`src/rtl/mmio_pkg.sv`:
```
// mmio_pkg: shared constants for the MMIO bus sequencer.
//   IO_BASE      - base of the 1 KiB peripheral window at the top of the address space
//   DEAD_DATA    - load data returned when a read transaction times out
//   StIdle/StBusy/StDone - sequencer state encodings
//   ERR_TIMEOUT/ERR_CONFLICT - bit positions in the sticky error register
package mmio_pkg;

    localparam logic [31:0] IO_BASE   = 32'hFFFF_FC00;
    localparam logic [31:0] DEAD_DATA = 32'hDEAD_BEEF;

    localparam logic [1:0] StIdle = 2'd0;
    localparam logic [1:0] StBusy = 2'd1;
    localparam logic [1:0] StDone = 2'd2;

    localparam int ERR_TIMEOUT  = 0;
    localparam int ERR_CONFLICT = 1;

endpackage

```
`src/rtl/mmio_addr_decode.sv`:
```
// mmio_addr_decode: combinational decode of a CPU byte address into the peripheral window.
// Ports:
//   cpu_addr  in   byte address from the ALU
//   in_window out  1 when cpu_addr falls in IO_BASE..0xFFFFFFFF
//   index     out  device index, cpu_addr[9:8]
//   offset    out  word offset inside the device, cpu_addr[7:2]
//   sel       out  one-hot device select derived from index (all zero if index >= N_DEV)
module mmio_addr_decode
    import mmio_pkg::*;
#(
    parameter int unsigned ADDR_W = 32,
    parameter int unsigned N_DEV  = 4
) (
    input  logic [ADDR_W-1:0] cpu_addr,
    output logic              in_window,
    output logic [1:0]        index,
    output logic [5:0]        offset,
    output logic [N_DEV-1:0]  sel
);

    // Byte lane bits play no part in a word-addressed peripheral access.
    logic unused_byte_lane;
    assign unused_byte_lane = ^cpu_addr[1:0];

    assign in_window = (cpu_addr[ADDR_W-1:10] == IO_BASE[ADDR_W-1:10]);
    assign index     = cpu_addr[9:8];
    assign offset    = cpu_addr[7:2];

    always_comb begin
        sel = '0;
        for (int i = 0; i < int'(N_DEV); i++) begin
            sel[i] = (index == 2'(i));
        end
    end

endmodule

```
`src/rtl/mmio_bus_ctrl.sv`:
```
// mmio_bus_ctrl: turns single-cycle IORead/IOWrite strobes from the MEM stage into a
// req/ack transaction with one of N_DEV peripherals, stalling the CPU until the
// peripheral acknowledges or the wait counter reaches TIMEOUT.
// Ports:
//   clk, rst_n           clock and asynchronous active-low reset
//   cpu_io_read/write    IO strobes from instruction control
//   cpu_addr, cpu_wdata  address (ALU result) and store data (rs2)
//   cpu_rdata            load data to the writeback mux, held until the next read completes
//   cpu_stall            freezes PC and pipeline registers
//   dev_req/we/sel       request, direction and one-hot select to the peripherals
//   dev_offset/wdata     latched word offset and store data
//   dev_rdata, dev_ack   per-device read data and completion pulses
//   err, err_clr         sticky {conflict, timeout} flags and their synchronous clear
module mmio_bus_ctrl
    import mmio_pkg::*;
#(
    parameter int unsigned ADDR_W  = 32,
    parameter int unsigned DATA_W  = 32,
    parameter int unsigned N_DEV   = 4,
    parameter int unsigned TIMEOUT = 255
) (
    input  logic                    clk,
    input  logic                    rst_n,
    input  logic                    cpu_io_read,
    input  logic                    cpu_io_write,
    input  logic [ADDR_W-1:0]       cpu_addr,
    input  logic [DATA_W-1:0]       cpu_wdata,
    output logic [DATA_W-1:0]       cpu_rdata,
    output logic                    cpu_stall,
    output logic                    dev_req,
    output logic                    dev_we,
    output logic [N_DEV-1:0]        dev_sel,
    output logic [5:0]              dev_offset,
    output logic [DATA_W-1:0]       dev_wdata,
    input  logic [N_DEV*DATA_W-1:0] dev_rdata,
    input  logic [N_DEV-1:0]        dev_ack,
    output logic [1:0]              err,
    input  logic                    err_clr
);

    // Count value seen during the last permitted BUSY cycle.
    localparam logic [7:0] LAST_CNT = 8'(TIMEOUT - 1);

    logic              dec_in_window;
    logic [1:0]        dec_index;
    logic [5:0]        dec_offset;
    logic [N_DEV-1:0]  dec_sel;

    logic [1:0]        state_q, state_d;
    logic [7:0]        count_q, count_d;
    logic              we_q, we_d;
    logic [1:0]        idx_q, idx_d;
    logic [N_DEV-1:0]  sel_q, sel_d;
    logic [5:0]        offset_q, offset_d;
    logic [DATA_W-1:0] wdata_q, wdata_d;
    logic [DATA_W-1:0] rdata_q, rdata_d;
    logic [1:0]        err_q, err_d;

    logic              req_valid;
    logic              ack_hit;
    logic [DATA_W-1:0] ack_data;

    mmio_addr_decode #(
        .ADDR_W (ADDR_W),
        .N_DEV  (N_DEV)
    ) u_decode (
        .cpu_addr  (cpu_addr),
        .in_window (dec_in_window),
        .index     (dec_index),
        .offset    (dec_offset),
        .sel       (dec_sel)
    );

    assign req_valid = (cpu_io_read | cpu_io_write) & dec_in_window;

    // Only the selected device's ack counts; stray acks from other devices are masked.
    always_comb begin
        ack_hit  = |(dev_ack & sel_q);
        ack_data = '0;
        for (int i = 0; i < int'(N_DEV); i++) begin
            if (idx_q == 2'(i)) begin
                ack_data = dev_rdata[i*DATA_W +: DATA_W];
            end
        end
    end

    always_comb begin
        state_d  = state_q;
        count_d  = count_q;
        we_d     = we_q;
        idx_d    = idx_q;
        sel_d    = sel_q;
        offset_d = offset_q;
        wdata_d  = wdata_q;
        rdata_d  = rdata_q;
        // Clear first so that any set event below overrides it in the same cycle.
        err_d    = err_clr ? 2'b00 : err_q;

        case (state_q)
            StIdle: begin
                if (req_valid) begin
                    state_d  = StBusy;
                    count_d  = '0;
                    // A read+write conflict resolves to a write.
                    we_d     = cpu_io_write;
                    idx_d    = dec_index;
                    sel_d    = dec_sel;
                    offset_d = dec_offset;
                    wdata_d  = cpu_wdata;
                    if (cpu_io_read && cpu_io_write) begin
                        err_d[ERR_CONFLICT] = 1'b1;
                    end
                end
            end
            StBusy: begin
                if (count_q != 8'hFF) begin
                    count_d = count_q + 8'd1;
                end
                // Ack takes priority over timeout, including in the final count cycle.
                if (ack_hit) begin
                    state_d = StDone;
                    if (!we_q) begin
                        rdata_d = ack_data;
                    end
                end else if (count_q == LAST_CNT) begin
                    state_d = StDone;
                    if (!we_q) begin
                        rdata_d = DATA_W'(DEAD_DATA);
                    end
                    err_d[ERR_TIMEOUT] = 1'b1;
                end
            end
            // Strobes seen here belong to the instruction now committing.
            StDone: state_d = StIdle;
            default: state_d = StIdle;
        endcase
    end

    always_ff @(posedge clk or negedge rst_n) begin
        if (!rst_n) begin
            state_q  <= StIdle;
            count_q  <= '0;
            we_q     <= 1'b0;
            idx_q    <= '0;
            sel_q    <= '0;
            offset_q <= '0;
            wdata_q  <= '0;
            rdata_q  <= '0;
            err_q    <= '0;
        end else begin
            state_q  <= state_d;
            count_q  <= count_d;
            we_q     <= we_d;
            idx_q    <= idx_d;
            sel_q    <= sel_d;
            offset_q <= offset_d;
            wdata_q  <= wdata_d;
            rdata_q  <= rdata_d;
            err_q    <= err_d;
        end
    end

    // Stall is combinational so the requesting cycle itself is frozen.
    assign cpu_stall  = ((state_q == StIdle) & req_valid) | (state_q == StBusy);
    assign dev_req    = (state_q == StBusy);
    assign dev_we     = (state_q == StBusy) & we_q;
    assign dev_sel    = (state_q == StBusy) ? sel_q : '0;
    assign dev_offset = offset_q;
    assign dev_wdata  = wdata_q;
    assign cpu_rdata  = rdata_q;
    assign err        = err_q;

endmodule

```
`config.mk`:
```
export PLATFORM = sky130hd
export DESIGN_NAME = mmio_bus_ctrl
export DESIGN_NICKNAME = d
export VERILOG_FILES = /design/src/rtl/mmio_pkg.sv /design/src/rtl/mmio_addr_decode.sv /design/src/rtl/mmio_bus_ctrl.sv
export SDC_FILE = /design/constraint.sdc
export NUM_CORES = 1
export LEC_CHECK = 0
export CAP_MARGIN = 0
export CORE_MARGIN = 10
export CORE_UTILIZATION = 41
export CTS_BUF_LIST = sky130_fd_sc_hd__clkbuf_8
export CTS_CLUSTER_SIZE = 10
export DETAILED_ROUTE_END_ITERATION = 12
export PLACE_DENSITY_LB_ADDON = 0.12
export SLEW_MARGIN = 20
export SYNTH_ARGS = -nofsm -noshare
export SYNTH_HDL_FRONTEND = slang
export SYNTH_SLANG_ARGS = --single-unit
```
`constraint.sdc`:
```
create_clock -name clk -period 4.6 [get_ports clk]
set_input_delay 0.69 -clock clk [delete_from_list [all_inputs] [get_ports clk]]
set_output_delay 0.69 -clock clk [all_outputs]
set_load 0.02 [all_outputs]
```
==> results.cfg <==
[run_status]
status = finished clean

[yosys]
yosysUniqueCellTypes = 43
synthTopCellsByArea = dfrtp_1, mux4_2, mux2_4
ys_seq_elements = 89
post_synth_inst_count = 300
synth-edff-count = 0
postSynthAreaPerCell_um2 = 14.9
syn_nets = 503
synth_top_area_share_pct = 50.0
async_reset_ff_share_pct = 100
syn-cell-area_mm2 = 0.00446
yosys-top-cells-count = dfrtp_1, mux4_2, o22a_1
yosysSeqAreaShare_pct = 50.0
yosysMostFrequentCell = dfrtp_1
ys.flop_type = dfrtp_1
yosysWarnings = 0
synth_top_area_cell = dfrtp_1

[global_routing]
grt_start_max_net_pins = 56
antenna_found_initial = 0
track_usage_pct = 20.1
grt_pass1_wl_um = 24600
grt_pass1_vias = 4368
globalRouteOverflowTotal = 0

[critical_path]
cp_max_fo = 5
r2r_setup_slack_ns = 2.45
setup.worst_path.start_class = primary input
reg2reg_to = count_q[0]$_DFFE_PN0P_
rr_worst_depth = 5
worst_setup_path_end_kind = primary output
required_ns = 3.91
cp_data_arrival_time_ns = 2.60
criticalPathCategory = in2out
r2r_start = state_q[1]$_DFFE_PN0P_

[cts]
root_buffer = clkbuf_8
path_clk_slew_ns = 0.08
clock_latency_ns = 0.36
post_cts_buffers = 0
cts_buffers = 9
cts_sinks = 89
cts_tree = done
cts_resized = 0
clockBufferDepth = 2
htree_levels = 3
hold_buffers = 0

[timing]
fin_crit_sh_pct = 71.6
slew_viol_final = 0
tns_ns = 0
tightest_slew_ns = 1.02
hold_viol = 0
clock.fmax_ghz = 0.304
rsz0062_at_grt = no
fin_crit_ns = 3.29
finalSetupViolations = 0
max_slew_margin_pct = 31.6
clock_skew_ns = 0.0126

[power]
power.density_mw_per_mm2 = 209
finalPower_mw = 1.58
p_leak_nw = 3.14
vdd_drop_max_mv = 0.156

[finish]
n_fill_cell = 802
drive_above_1_share_pct = 17.4
antennaDiodeCount = 0
fin_area_mm2 = 0.00754
area_growth_pct = 69.1
nets = 775

[place]
io_buffers = 277
post-dp-hpwl_um = 13000
gp_congestion = 0.819
postPlaceCellArea_mm2 = 0.00733

[run]
drv_cap = 0

[route]
vias = 3799
wl_per_cell_um = 22.2
drtIter0Drc = 103
drc = 0
wirelength_um = 15900
dr.pass1.iters = 4
via_per_inst = 5.31
ant_nets = 0

[floorplan]
die-area_mm2 = 0.0154
die_y_um = 124
io-pin-count = 280
die_x_um = 124
core_mm2 = 0.0107
initial_core_util_pct = 41.5
num_rows = 38

[hold_path]
hold_path_class = in2async
## metrics by stage
step / hold slack [ns] / worst slack (ns) / instances / util (%)
after detailed placement: 0.468 / 1.32 / 701 / 68.2
after CTS: 0.270 / 1.30 / 716 / 70.1
final: 0.262 / 1.31 / 716 / 70.1
after global routing: 0.292 / 1.20 / 716 / 70.1
after floorplan: 0.394 / 2.12 / 300 / -
after global placement: 0.454 / 1.33 / 701 / 68.1
## power breakdown
part / internal (mW) / switching, mW
combinational: 0.167 / 0.0467
clock: 0.313 / 0.267
sequential: 0.782 / 0.0000433
## worst max path at each step
stage	from	endpoint	slack (ns)	cells after the start
3_5_place_dp	cpu_addr[27]	cpu_stall	1.32	6
2_1_floorplan	cpu_addr[28]	cpu_stall	2.12	6
5_1_grt	cpu_addr[27]	cpu_stall	1.20	6
3_3_place_gp	cpu_addr[27]	cpu_stall	1.33	6
4_1_cts	cpu_addr[27]	cpu_stall	1.30	6
6_report	cpu_addr[27]	cpu_stall	1.31	6
## metal layers
metal	part of all wire [%]	GRT usage (%)	routed length, um	vias up
li1	-	-	-	1714
met1	37	20.6	5950	1883
met2	52	36.3	8310	181
met3	8.5	7.66	1350	21
met4	1.9	7.13	300	0
met5	0	0	0	-
## state kept, by name, summed over array words and instances, names as in the netlist, 2 cells and up
signal / flops
dev_wdata: 32
state_q: 2
count_q: 8
sel_q: 4
cpu_rdata: 32
idx_q: 2
err: 2
dev_offset: 6
## layout make-up
| class | count | area [um2] | share of cell area, % |
|---|---|---|---|
| multi-input cells | 187 | 2110 | 28.0 |
| clock buffers | 10 | 138 | 1.83 |
| clock inverters | 5 | 72.6 | 0.963 |
| well taps | 140 | 175 | 2.32 |
| inverters | 4 | 15.0 | 0.199 |
| flip-flops and latches | 89 | 2230 | 29.6 |
| repair buffers | 281 | 2800 | 37.2 |
## cells in the final DEF (no fill, tap or decap), drive strengths merged, types with 3 or more instances in the layout
master,n
o21ai,12
a22o,8
nand4,8
mux4,32
clkbuf,10
and2,7
a21oi,4
buf,5
nor2,3
o22a,24
a31oi,4
clkdlybuf4s50,276
inv,6
nand3,6
mux2,40
nand2,9
nand2b,3
dfrtp,89
## cells by family after synthesis
family | synth area share [%]
muxes | 28.4
buffers and inverters | 2.92
DFF | 50.0
and+or+nand+nor | 6.57
xor gates and xnor gates | 0.197
adders and majority gates | 0.561
AOI/OAI and AO/OA | 11.3
## critical path, cell delays in order
cell and delay [ns]:
clkdlybuf4s50_1 0.47, nand4_1 0.17, nor4_4 0.44, nand3_2 0.12
nand2_1 0.09, clkdlybuf4s50_1 0.63
No activity file was read; power rests on OpenSTA's default activity.
